$ cat config.mk
export PLATFORM = sky130hd
export DESIGN_NAME = temp_f_bcd_formatter
export DESIGN_NICKNAME = d
export VERILOG_FILES = /design/src/rtl/temp_pkg.sv /design/src/rtl/bin2bcd_seq.sv /design/src/rtl/temp_f_bcd_formatter.sv
export SDC_FILE = /design/constraint.sdc
export NUM_CORES = 1
export LEC_CHECK = 0
export CAP_MARGIN = 20
export CORE_MARGIN = 2
export CORE_UTILIZATION = 58
export CTS_CLUSTER_SIZE = 8
export DETAILED_ROUTE_END_ITERATION = 10
export PLACE_DENSITY = 0.79
export SKIP_LAST_GASP = 1
export SYNTH_ARGS = -nofsm -noshare
export SYNTH_HDL_FRONTEND = slang
export SYNTH_SLANG_ARGS = --single-unit
$ cat constraint.sdc
create_clock -name CLOCK_50 -period 3.5 [get_ports CLOCK_50]
set_input_delay 0.875 -clock CLOCK_50 [delete_from_list [all_inputs] [get_ports CLOCK_50]]
set_output_delay 0.875 -clock CLOCK_50 [all_outputs]
set_load 0.02 [all_outputs]
$ cat src/rtl/temp_pkg.sv
// Shared constants for the temperature formatter and the display side that
// unpacks its packed-BCD word.
package temp_pkg;

    localparam logic [2:0] S_IDLE   = 3'd0;
    localparam logic [2:0] S_DIV    = 3'd1;
    localparam logic [2:0] S_CLAMP  = 3'd2;
    localparam logic [2:0] S_BCD    = 3'd3;
    localparam logic [2:0] S_UPDATE = 3'd4;

    localparam int F_OFFSET_X5 = 160;
    localparam int BCD_W       = 10;
    localparam int BIN_W       = 9;
    localparam int F_MAX_LIMIT = 399;

    // Field positions inside the packed TEMP_F word.
    localparam int H_LSB = 8;
    localparam int T_LSB = 4;
    localparam int O_LSB = 0;

    typedef struct packed {
        logic under;
        logic over;
    } range_flags_t;

endpackage

$ cat src/rtl/bin2bcd_seq.sv
// Sequential double-dabble: loads on start, then one adjust-and-shift per
// cycle for BIN_W cycles. done is high during the final shift cycle.
module bin2bcd_seq
    import temp_pkg::*;
(
    input  logic             clk,
    input  logic             reset,
    input  logic             start,
    input  logic [BIN_W-1:0] bin,
    output logic             busy,
    output logic             done,
    output logic [11:0]      bcd
);

    logic [BIN_W-1:0] bin_sr;
    logic [3:0]       cnt;
    logic [11:0]      adj;

    always_comb begin
        adj = bcd;
        for (int i = 0; i < 3; i++) begin
            if (bcd[4*i +: 4] >= 4'd5) adj[4*i +: 4] = bcd[4*i +: 4] + 4'd3;
        end
    end

    assign done = busy && (cnt == 4'd1);

    always_ff @(posedge clk) begin
        if (reset) begin
            busy   <= 1'b0;
            cnt    <= 4'd0;
            bin_sr <= '0;
            bcd    <= '0;
        end else if (busy) begin
            {bcd, bin_sr} <= {adj, bin_sr} << 1;
            cnt           <= cnt - 4'd1;
            if (cnt == 4'd1) busy <= 1'b0;
        end else if (start) begin
            bin_sr <= bin;
            bcd    <= '0;
            cnt    <= 4'(BIN_W);
            busy   <= 1'b1;
        end
    end

endmodule

$ cat src/rtl/temp_f_bcd_formatter.sv
// Celsius sample -> clamped Fahrenheit packed BCD, fixed latency W_IN+16,
// one conversion in flight. Holds the divider, clamp and control FSM.
module temp_f_bcd_formatter
    import temp_pkg::*;
#(
    parameter int W_IN  = 8,
    parameter int F_MAX = 399
)
(
    input  logic                   CLOCK_50,
    input  logic                   RESET,
    input  logic signed [W_IN-1:0] TEMP_C,
    input  logic                   IN_VALID,
    output logic                   IN_READY,
    output logic [BCD_W-1:0]       TEMP_F,
    output logic                   OUT_VALID,
    output logic                   UNDER_RANGE,
    output logic                   OVER_RANGE,
    output logic [2:0]             fsm_state
);

    localparam int NW = W_IN + 5;
    localparam int CW = $clog2(NW + 1);

    logic [2:0]           state;
    logic [NW-1:0]        quo;
    logic [3:0]           rem;
    logic [4:0]           trial;
    logic                 q_bit;
    logic [CW-1:0]        div_cnt;
    logic                 neg;
    range_flags_t         flags_pend;
    range_flags_t         r_flags;
    logic signed [NW-1:0] n_val;
    logic [BIN_W-1:0]     r_val;
    logic                 bcd_start;
    logic                 bcd_busy;
    logic                 bcd_done;
    logic [11:0]          bcd_word;
    logic                 unused_hund_hi;

    // Handshake: a sample is taken on any rising edge with IN_VALID && IN_READY;
    // IN_READY is high only in IDLE and IN_VALID elsewhere is dropped, not queued.
    assign IN_READY  = (state == S_IDLE);
    assign fsm_state = state;

    // 9*C + 160 by shift-add; the quotient by 5 is the Fahrenheit value.
    assign n_val = (NW'(TEMP_C) <<< 3) + NW'(TEMP_C) + NW'(F_OFFSET_X5);

    assign trial = {rem, quo[NW-1]};
    assign q_bit = (trial >= 5'd5);

    always_comb begin
        r_flags = '0;
        r_val   = quo[BIN_W-1:0];
        if (neg) begin
            r_val         = '0;
            r_flags.under = 1'b1;
        end else if (quo > NW'(F_MAX)) begin
            r_val        = BIN_W'(F_MAX);
            r_flags.over = 1'b1;
        end
    end

    assign bcd_start      = (state == S_CLAMP) && !bcd_busy;
    assign unused_hund_hi = |bcd_word[11:10];

    bin2bcd_seq u_bin2bcd (
        .clk   (CLOCK_50),
        .reset (RESET),
        .start (bcd_start),
        .bin   (r_val),
        .busy  (bcd_busy),
        .done  (bcd_done),
        .bcd   (bcd_word)
    );

    always_ff @(posedge CLOCK_50) begin
        if (RESET) begin
            state       <= S_IDLE;
            quo         <= '0;
            rem         <= '0;
            div_cnt     <= '0;
            neg         <= 1'b0;
            flags_pend  <= '0;
            TEMP_F      <= '0;
            OUT_VALID   <= 1'b0;
            UNDER_RANGE <= 1'b0;
            OVER_RANGE  <= 1'b0;
        end else begin
            OUT_VALID <= 1'b0;
            case (state)
                S_IDLE: begin
                    if (IN_VALID) begin
                        neg     <= n_val[NW-1];
                        quo     <= n_val[NW-1] ? '0 : n_val;
                        rem     <= '0;
                        div_cnt <= CW'(NW);
                        state   <= S_DIV;
                    end
                end
                S_DIV: begin
                    // Restoring step: quotient bits shift in where dividend bits leave.
                    rem     <= q_bit ? 4'(trial - 5'd5) : trial[3:0];
                    quo     <= {quo[NW-2:0], q_bit};
                    div_cnt <= div_cnt - 1'b1;
                    if (div_cnt == CW'(1)) state <= S_CLAMP;
                end
                S_CLAMP: begin
                    flags_pend <= r_flags;
                    state      <= S_BCD;
                end
                S_BCD: begin
                    if (bcd_done) state <= S_UPDATE;
                end
                S_UPDATE: begin
                    TEMP_F      <= {bcd_word[H_LSB +: 2], bcd_word[T_LSB +: 4], bcd_word[O_LSB +: 4]};
                    UNDER_RANGE <= flags_pend.under;
                    OVER_RANGE  <= flags_pend.over;
                    OUT_VALID   <= 1'b1;
                    state       <= S_IDLE;
                end
                default: state <= S_IDLE;
            endcase
        end
    end

endmodule

After elaboration in Yosys (flattened, before gate mapping):

Index checks and enable logic that the tools add are counted.

* register bits after elaboration: 66
* bits of input ports: 11

* equal/unequal tests: 9
* reduce and logical (&&, ||, !) cells: 10
* add/sub/neg operators: 8
* $lt $le $gt $ge: 5
* muxes and demuxes: 30

Operator list (number)
* $mux 12: 3
* $mux 9: 4
* $mux 4: 7
* $pmux 13 s2: 1
* $pmux 4 s2: 2
* $add 12x9->13 const B: 1
* $gt 13x9->1 const B: 1
* $mux 13: 1
* $add 11x8->12: 1
* $ge 4x3->1 const B: 3
* $mux 3: 4
* $pmux 3 s4: 1
* $add 4x2->4 const B: 2
* $eq 4x1->1 const B: 2
* $sub 4x1->4 const B: 2
* $mux 1: 7
* $eq 3x2->1 const B: 2
* $ne 2x2->1 const B: 3
* $ge 5x3->1 const B: 1
* $reduce_and 2->1: 2
* $reduce_bool 2->1: 2
* $sub 4x3->4 const B: 1
* $add 3x2->3 const B: 1
* $eq 3x1->1 const B: 1
* 6 further kinds: 7

Depth between registers and ports, before layout:

Gate-level depths: netlist of the first run.

* word-level depth: 5
* gate-level depth with buffers: 9

Hierarchy:

From an unflattened synthesis of the first run, not the netlist that was laid out.

* cell total of the unflattened synthesis: 405
* area total of the unflattened synthesis: 3543.4 um^2

By module, submodules not included
* temp_f_bcd_formatter: area each 2177.1 um^2, seq. area each 800.8 um^2, cells an instance 260, instances 1
* bin2bcd_seq: area each 1366.3 um^2, seq. area each 520.5 um^2, cells an instance 145, instances 1

Least setup slack after synthesis of the first run:

No wires, ideal clock.

* kind: input-to-reg
* start: input port TEMP_C[1]
* end: register quo[10]
* cell stages on the path: 9
* buffers on the path: 0
* slack: 0.685 ns
* data required time: 3.408 ns
* arrival time: 2.722 ns
* setup time: 0.092 ns
* cell sequence: ha_1 ha_1 inv_1 fa_1 nand2b_1 a21o_1 o221ai_4 nand2_4 o32ai_1

* longest elaborated chain between the ends: 5

Ends and longest elaborated chain
* start: declaration: line temp_f_bcd_formatter.sv:12 `input logic signed [W_IN-1:0] TEMP_C,`
* $add 11x8->12: line temp_f_bcd_formatter.sv:48 `assign n_val = (NW'(TEMP_C) <<< 3) + NW'(TEMP_C) + NW'(F_OFFSET_X5);`
* $add 12x9->13: line temp_f_bcd_formatter.sv:48
* $mux 12: line temp_f_bcd_formatter.sv:96 `quo <= n_val[NW-1] ? '0 : n_val;`
* $mux 13: line temp_f_bcd_formatter.sv:94 `if (IN_VALID) begin`
* $pmux 13 s2: line temp_f_bcd_formatter.sv:92 `case (state)`
* end signal: assignment: line temp_f_bcd_formatter.sv:96
* end signal: assignment: line temp_f_bcd_formatter.sv:105 `quo <= {quo[NW-2:0], q_bit};`
* end: declaration: line temp_f_bcd_formatter.sv:26 `logic [NW-1:0] quo;`

No other way between the ends. The select of a mux whose other input is x is not followed.
A chain may end at the register's enable or synchronous reset.

Final worst setup path of the first run:

* start: input port TEMP_C[4]
* end: register quo[11]

The elaborated chain is that of the path after synthesis.

==> results.json, run 1 <==
{
  "start_kind": "input port",
  "swShare_pct": 26.41,
  "antenna_found_initial": 0,
  "crit_required_ns": 3.73,
  "seqPwrFrac_pct": 46.1,
  "drc_errors": 0,
  "cts_root_buf": "clkbuf_8",
  "final_area_sq_mm": 0.004014,
  "powerDensity_mw_per_mm2": 435.6,
  "synth_edf_count": 0,
  "rsz0062_at_grt": "false",
  "cap_violations": 0,
  "drtIter0Drc": 169,
  "critPathBufInv": 2,
  "finalHoldViolCount": 0,
  "netlist_area_sq_mm": 0.003535,
  "fin_nets": 469,
  "slowest_delay_ns": 0.43,
  "cts_resized": 0,
  "worstReg2RegEnd": "u_bin2bcd.bcd[3]$_SDFFE_PP0P_",
  "synth-async-reset-ratio_pct": 0,
  "rows": 28,
  "overflow": 0,
  "setup_viol": 0,
  "status": "completed",
  "fin_crit_ns": 3.160,
  "gp_congestion": 0.9007,
  "firstDrtPassIters": 4,
  "ys_warn_count": 0,
  "synthTopCellsByArea": "dfxtp_1 (37%), ha_1 (8.8%), a21oi_1 (5.5%), nand2_1 (5.3%), a22oi_1 (4.0%)",
  "slew-limit-headroom_pct": 55.05,
  "io_buffer_count": 27,
  "slew_violations": 0,
  "tns_ns": 0,
  "ys_seq_elements": 66,
  "postRouteAntennaNets": 0,
  "initial_core_util_pct": 59.70,
  "die_w_um": 82.07,
  "grt_pass1_wl_um": 12210,
  "worstSkewPairLatency_ns": 0.34,
  "fin_cells": 512,
  "cp-startpoint": "TEMP_C[4]",
  "fp.coreArea_sq_mm": 0.005921,
  "r2r-start": "fsm_state[2]$_SDFFE_PP0P_",
  "cts_max_level": 3,
  "hold_path.class": "reg -> reg",
  "crit_slowest_cell": "clkdlybuf4s50_1",
  "hold_buffers": 0,
  "clkTransAtPathRegs_ns": 0.06,
  "clockBufferDepth": 2,
  "synth.distinct_cells": 60,
  "vias_per_cell": 5.754,
  "die-area_sq_mm": 0.006735,
  "power_frac_comb_pct": 14.9,
  "worst_clock_skew_ns": 0.01584,
  "worstSetupPathType": "in -> reg",
  "first_global_vias": 2735,
  "cp_top_family": "compound AO/OA/AOI/OAI gates",
  "p_leak_nw": 1.532,
  "detail_route.wl_per_cell_um": 14.14,
  "drt_wl_total_um": 7240,
  "grt_usage_pct": 23.35,
  "crit_path_frequent_cell": "ha_1",
  "grt_max_degree": 67,
  "worst_slew_pin_slew_ns": 0.6743,
  "cts_tree": "built",
  "crit_cells": 10,
  "antenna_cells": 0,
  "worstRegToRegCells": 4,
  "post_cts_buffers": 0,
  "cp-end-kind": "flip-flop",
  "fin_hold_ws_ns": 0.4540,
  "drive_above_1_share_pct": 9.153,
  "internal-power_mw": 1.287,
  "synth_nets": 450,
  "arrival_ns": 3.39,
  "pin_count": 28,
  "postSynthAreaPerCell_sq_um": 8.558,
  "die_h_um": 82.07,
  "cp_max_fo": 8,
  "cts.sinks": 66,
  "irDropWorstVdd_mv": 0.3137,
  "pwr-share-clk_pct": 38.9,
  "power.total_mw": 1.749,
  "max_freq_mhz": 316.5,
  "placed_area_sq_mm": 0.003804,
  "synth.largest_area_cell": "dfxtp_1",
  "seq_area_frac_synth_pct": 37.38,
  "yosysTopAreaCellShare_pct": 37.38,
  "synthToLayoutAreaGrowth_pct": 13.56,
  "yosys_most_used_dff": "dfxtp_1",
  "finalCritPeriodShare_pct": 90.28,
  "yosys.cell_count.top_type": "dfxtp_1",
  "cts_inserted_buffers": 9,
  "syn_inst": 413,
  "fill_cells": 494,
  "crit_chain": "clkdlybuf4s50_1 -> ha_1 -> ha_1 -> inv_1 -> fa_1 -> nand2b_1 -> a21o_1 -> o221ai_4 -> a21oi_1 -> a311oi_1",
  "crit_end": "quo[11]$_SDFFE_PP0P_",
  "power_switching_mw": 0.4618,
  "dp_cells": 496,
  "dp_hpwl_um": 5034,
  "reg2reg_slack_ns": 1.40,
  "synthTopCellsByCount": "dfxtp_1 (66), nand2_1 (50), a21oi_1 (39)",
  "vias": 2946
}
-- stage by stage --
stage	worst slack [ns]	util (%)
after floorplan	0.6855	-
after global placement	0.1199	64.24
after detailed placement	-0.008291	64.24
after CTS	0.3466	67.79
after global routing	0.1910	67.79
final	0.3402	67.79
-- final cells by class --
class	count	area (sq um)	share of cell area, %
Tap cell	75	93.84	2.338
Sequential cell	66	1321	32.92
Clock inverter	5	78.83	1.964
Clock buffer	11	131.4	3.273
Inverter	23	86.33	2.151
Multi-Input combinational cell	299	1992	49.63
Timing Repair Buffer	33	310.3	7.731
-- cells by family (layout without fill, tap and decap cells) --
group,Yosys count,in the layout,share of synthesized area (%)
AND/OR/NAND/NOR,138,138,19.65
AO/OA/AOI/OAI,121,121,23.68
flip-flops,66,66,37.38
buffers and inverters,48,72,6.265
adder cells (fa/ha/maj),26,26,9.416
XOR/XNOR,11,11,2.726
multiplexers,3,3,0.8850
-- per-layer routing --
| metal | vias up | GRT usage [%] | share of wire [%] |
|---|---|---|---|
| met5 | - | 0 | 0 |
| met4 | 0 | 8.500 | 1.5 |
| met3 | 11 | 5.604 | 3.2 |
| met2 | 45 | 38.86 | 49 |
| met1 | 1399 | 29.35 | 46 |
| li1 | 1491 | - | - |
-- worst min-delay path by stage --
stage          slack [ns]                  startpoint                        to  cells past startpoint
3_5_place_dp         0.45      TEMP_F[0]$_SDFFE_PP0P_    TEMP_F[0]$_SDFFE_PP0P_                      2
6_report             0.45      TEMP_F[0]$_SDFFE_PP0P_    TEMP_F[0]$_SDFFE_PP0P_                      2
2_1_floorplan        0.43  flags_pend[1]$_SDFFE_PP0P_  UNDER_RANGE$_SDFFE_PP0P_                      2
4_1_cts              0.46      TEMP_F[0]$_SDFFE_PP0P_    TEMP_F[0]$_SDFFE_PP0P_                      2
5_1_grt              0.48      TEMP_F[6]$_SDFFE_PP0P_    TEMP_F[6]$_SDFFE_PP0P_                      2
3_3_place_gp         0.44      TEMP_F[8]$_SDFFE_PP0P_    TEMP_F[8]$_SDFFE_PP0P_                      2
-- state kept, by name (all words and copies together) (netlist names) --
name              count
OUT_VALID             1
flags_pend            2
u_bin2bcd.busy        1
u_bin2bcd.bcd        12
UNDER_RANGE           1
TEMP_F               10
OVER_RANGE            1
quo                  13
div_cnt               4
neg                   1
u_bin2bcd.cnt         4
fsm_state             3
rem                   4
u_bin2bcd.bin_sr      9
-- power groups by stage --
stage | logic [mW] | clock network (mW) | registers, mW
floorplan | 0.205 | 0 | 0.814
global placement | 0.252 | 0 | 0.822
finish | 0.261 | 0.681 | 0.807
detailed placement | 0.258 | 0 | 0.823
global route | 0.290 | 0.728 | 0.810
CTS | 0.260 | 0.696 | 0.806
-- placed cells by master (no fill, tap or decap), drive strengths merged, types with 3 or more instances in the layout --
cell           count
dfxtp             66
nand2             51
nor2              41
a21oi             40
clkdlybuf4s50     26
ha                25
inv               23
a22oi             19
o21ai             19
nand3             11
clkbuf            11
a21o               8
xnor2              8
nor3               8
buf                7
nand2b             6
nor2b              5
o22ai              4
a311oi             4
a211oi             4
nor3b              4
a221oi             4
xor2               3
a32oi              3
o211ai             3
nor4b              3
clkinv             3
-- worst min-delay path: stages (launching register included) --
cell     delay, ns
dfxtp_1       0.31
nand2_1       0.05
a21oi_1       0.05
No activity file was read; power rests on OpenSTA's default activity.
==> run 2, diff against run 1 <==
--- a/config.mk
+++ b/config.mk
@@ -6,11 +6,13 @@
 export NUM_CORES = 1
 export LEC_CHECK = 0
 export CAP_MARGIN = 20
+export CORE_ASPECT_RATIO = 1.1
 export CORE_MARGIN = 2
 export CORE_UTILIZATION = 58
 export CTS_CLUSTER_SIZE = 8
 export DETAILED_ROUTE_END_ITERATION = 10
-export PLACE_DENSITY = 0.79
+export MAX_ROUTING_LAYER = met4
+export PLACE_DENSITY = 0.87
 export SKIP_LAST_GASP = 1
 export SYNTH_ARGS = -nofsm -noshare
 export SYNTH_HDL_FRONTEND = slang
==> results.json, run 2 (synthesized netlist as in run 1, its figures left out) <==
{
  "status": "completed",
  "arrival_ns": 3.37,
  "start_kind": "input port",
  "cp-startpoint": "TEMP_C[1]",
  "finalHoldViolCount": 0,
  "io_buffer_count": 27,
  "worstReg2RegEnd": "quo[1]$_SDFFE_PP0P_",
  "vias_per_cell": 5.809,
  "powerDensity_mw_per_mm2": 424.1,
  "antenna_cells": 0,
  "grt_max_degree": 67,
  "cts_resized": 0,
  "fp.coreArea_sq_mm": 0.005842,
  "worst_clock_skew_ns": 0.009687,
  "antenna_found_initial": 0,
  "worstRegToRegCells": 6,
  "cts_max_level": 3,
  "dp_hpwl_um": 5082,
  "setup_viol": 0,
  "rsz0062_at_grt": "false",
  "overflow": 0,
  "r2r-start": "fsm_state[1]$_SDFFE_PP0P_",
  "finalWorstSetupSlack_ns": 0.3775,
  "die_h_um": 85.88,
  "initial_core_util_pct": 60.51,
  "cp_max_fo": 8,
  "grt_usage_pct": 23.90,
  "largest_reg_flops": 13,
  "final_common_cell": "dfxtp_1",
  "worstSetupPathType": "in -> reg",
  "irDropWorstVdd_mv": 0.2719,
  "multiInputGateArea_sq_mm": 0.001992,
  "cp-end-kind": "flip-flop",
  "first_global_vias": 2796,
  "pin_count": 28,
  "clockBufferDepth": 2,
  "hold_path.class": "reg -> reg",
  "largestRegisters": "quo (13), u_bin2bcd.bcd (12), TEMP_F (10)",
  "seqCellArea_sq_mm": 0.001321,
  "drtIter0Drc": 222,
  "synthToLayoutAreaGrowth_pct": 13.13,
  "tns_ns": 0,
  "slew-limit-headroom_pct": 54.68,
  "vias": 2980,
  "die-area_sq_mm": 0.006735,
  "regMostFlops": "quo",
  "detail_route.wl_per_cell_um": 14.29,
  "clkTransAtPathRegs_ns": 0.06,
  "drt_wl_total_um": 7329,
  "finalCritPeriodShare_pct": 89.21,
  "die_w_um": 78.43,
  "firstDrtPassIters": 4,
  "gp_congestion": 0.8706,
  "rows": 29,
  "fin_nets": 469,
  "drive_above_1_share_pct": 9.404,
  "p_leak_nw": 1.519,
  "reg2reg_slack_ns": 1.31,
  "fill_cells": 467,
  "drc_errors": 0,
  "hold_buffers": 0,
  "cts_tree": "built",
  "preCtsSetupSlack_ns": 0.03066,
  "worst_slew_pin_slew_ns": 0.6798,
  "cap_violations": 0,
  "cts.sinks": 66,
  "postRouteAntennaNets": 0,
  "crit_end": "quo[10]$_SDFFE_PP0P_",
  "slew_violations": 0,
  "post_cts_buffers": 0,
  "crit_required_ns": 3.74,
  "cts_root_buf": "clkbuf_8",
  "final_cell_mix": "dfxtp_1 (66), nand2_1 (50), a21oi_1 (39)",
  "cts_inserted_buffers": 9,
  "grt_pass1_wl_um": 12460,
  "worstSkewPairLatency_ns": 0.34,
  "max_freq_mhz": 320.3,
  "fin_crit_ns": 3.123
}
run 2: cell types whose count changed in the layout (fill, tap and decap cells not counted), sizes merged:
cell / before / now
clkinvlp: 0 / 2
bufinv: 2 / 1
clkbuf: 11 / 10
clkinv: 3 / 2
run 2: critical path, stage by stage:
cell	delay [ns]
clkdlybuf4s50_1	0.45
ha_1	0.31
ha_1	0.17
inv_1	0.06
fa_1	0.39
nand2b_1	0.22
a21o_1	0.21
o221ai_4	0.31
nand2_4	0.11
o32ai_1	0.27
run 2: where the power goes:
part           switching, mW  internal, mW  total [mW]  leakage [nW]
Clock                  0.285         0.342       0.627        0.0941
Sequential            0.0330         0.777       0.810         0.534
Combinational          0.150         0.109       0.260         0.891
run 2: routing by layer:
layer	wire length [um]	part of all wire, %	global-route usage [%]	up-vias
met5	0	0	-	-
met4	96	1.3	7.656	0
met1	3144	43	27.35	1426
met2	3911	53	42.01	43
met3	177	2.4	4.842	9
li1	-	-	-	1502
run 2: final cells by class:
cell class              instances  area share, %
clock inverters                 5          1.377
repair buffers                 33          7.760
well taps                      77          2.409
multi-input cells             299          49.81
inverters                      23          2.159
clock buffers                  10          3.442
flip-flops and latches         66          33.04
run 2: worst min-delay path by stage:
stage                                     from                       end  slack, ns  depth (start not counted)
CTS                 flags_pend[1]$_SDFFE_PP0P_  UNDER_RANGE$_SDFFE_PP0P_       0.46                          2
detailed placement  flags_pend[1]$_SDFFE_PP0P_  UNDER_RANGE$_SDFFE_PP0P_       0.45                          2
finish              flags_pend[1]$_SDFFE_PP0P_  UNDER_RANGE$_SDFFE_PP0P_       0.46                          2
global placement        TEMP_F[7]$_SDFFE_PP0P_    TEMP_F[7]$_SDFFE_PP0P_       0.44                          2
global route            TEMP_F[8]$_SDFFE_PP0P_    TEMP_F[8]$_SDFFE_PP0P_       0.48                          2
floorplan           flags_pend[1]$_SDFFE_PP0P_  UNDER_RANGE$_SDFFE_PP0P_       0.43                          2
run 2: per-stage QoR:
stage | hold slack, ns | area, sq um | total power, mW | util (%) | instances
finish | 0.4584 | 3999 | 1.696 | 68.45 | 513
global route | 0.4778 | 3999 | 1.771 | 68.45 | 513
CTS | 0.4590 | 3999 | 1.698 | 68.45 | 513
detailed placement | 0.4500 | 3806 | 1.082 | 65.15 | 498
global placement | 0.4416 | 3806 | 1.073 | 65.15 | 498
floorplan | 0.4316 | 3535 | 1.019 | - | 413
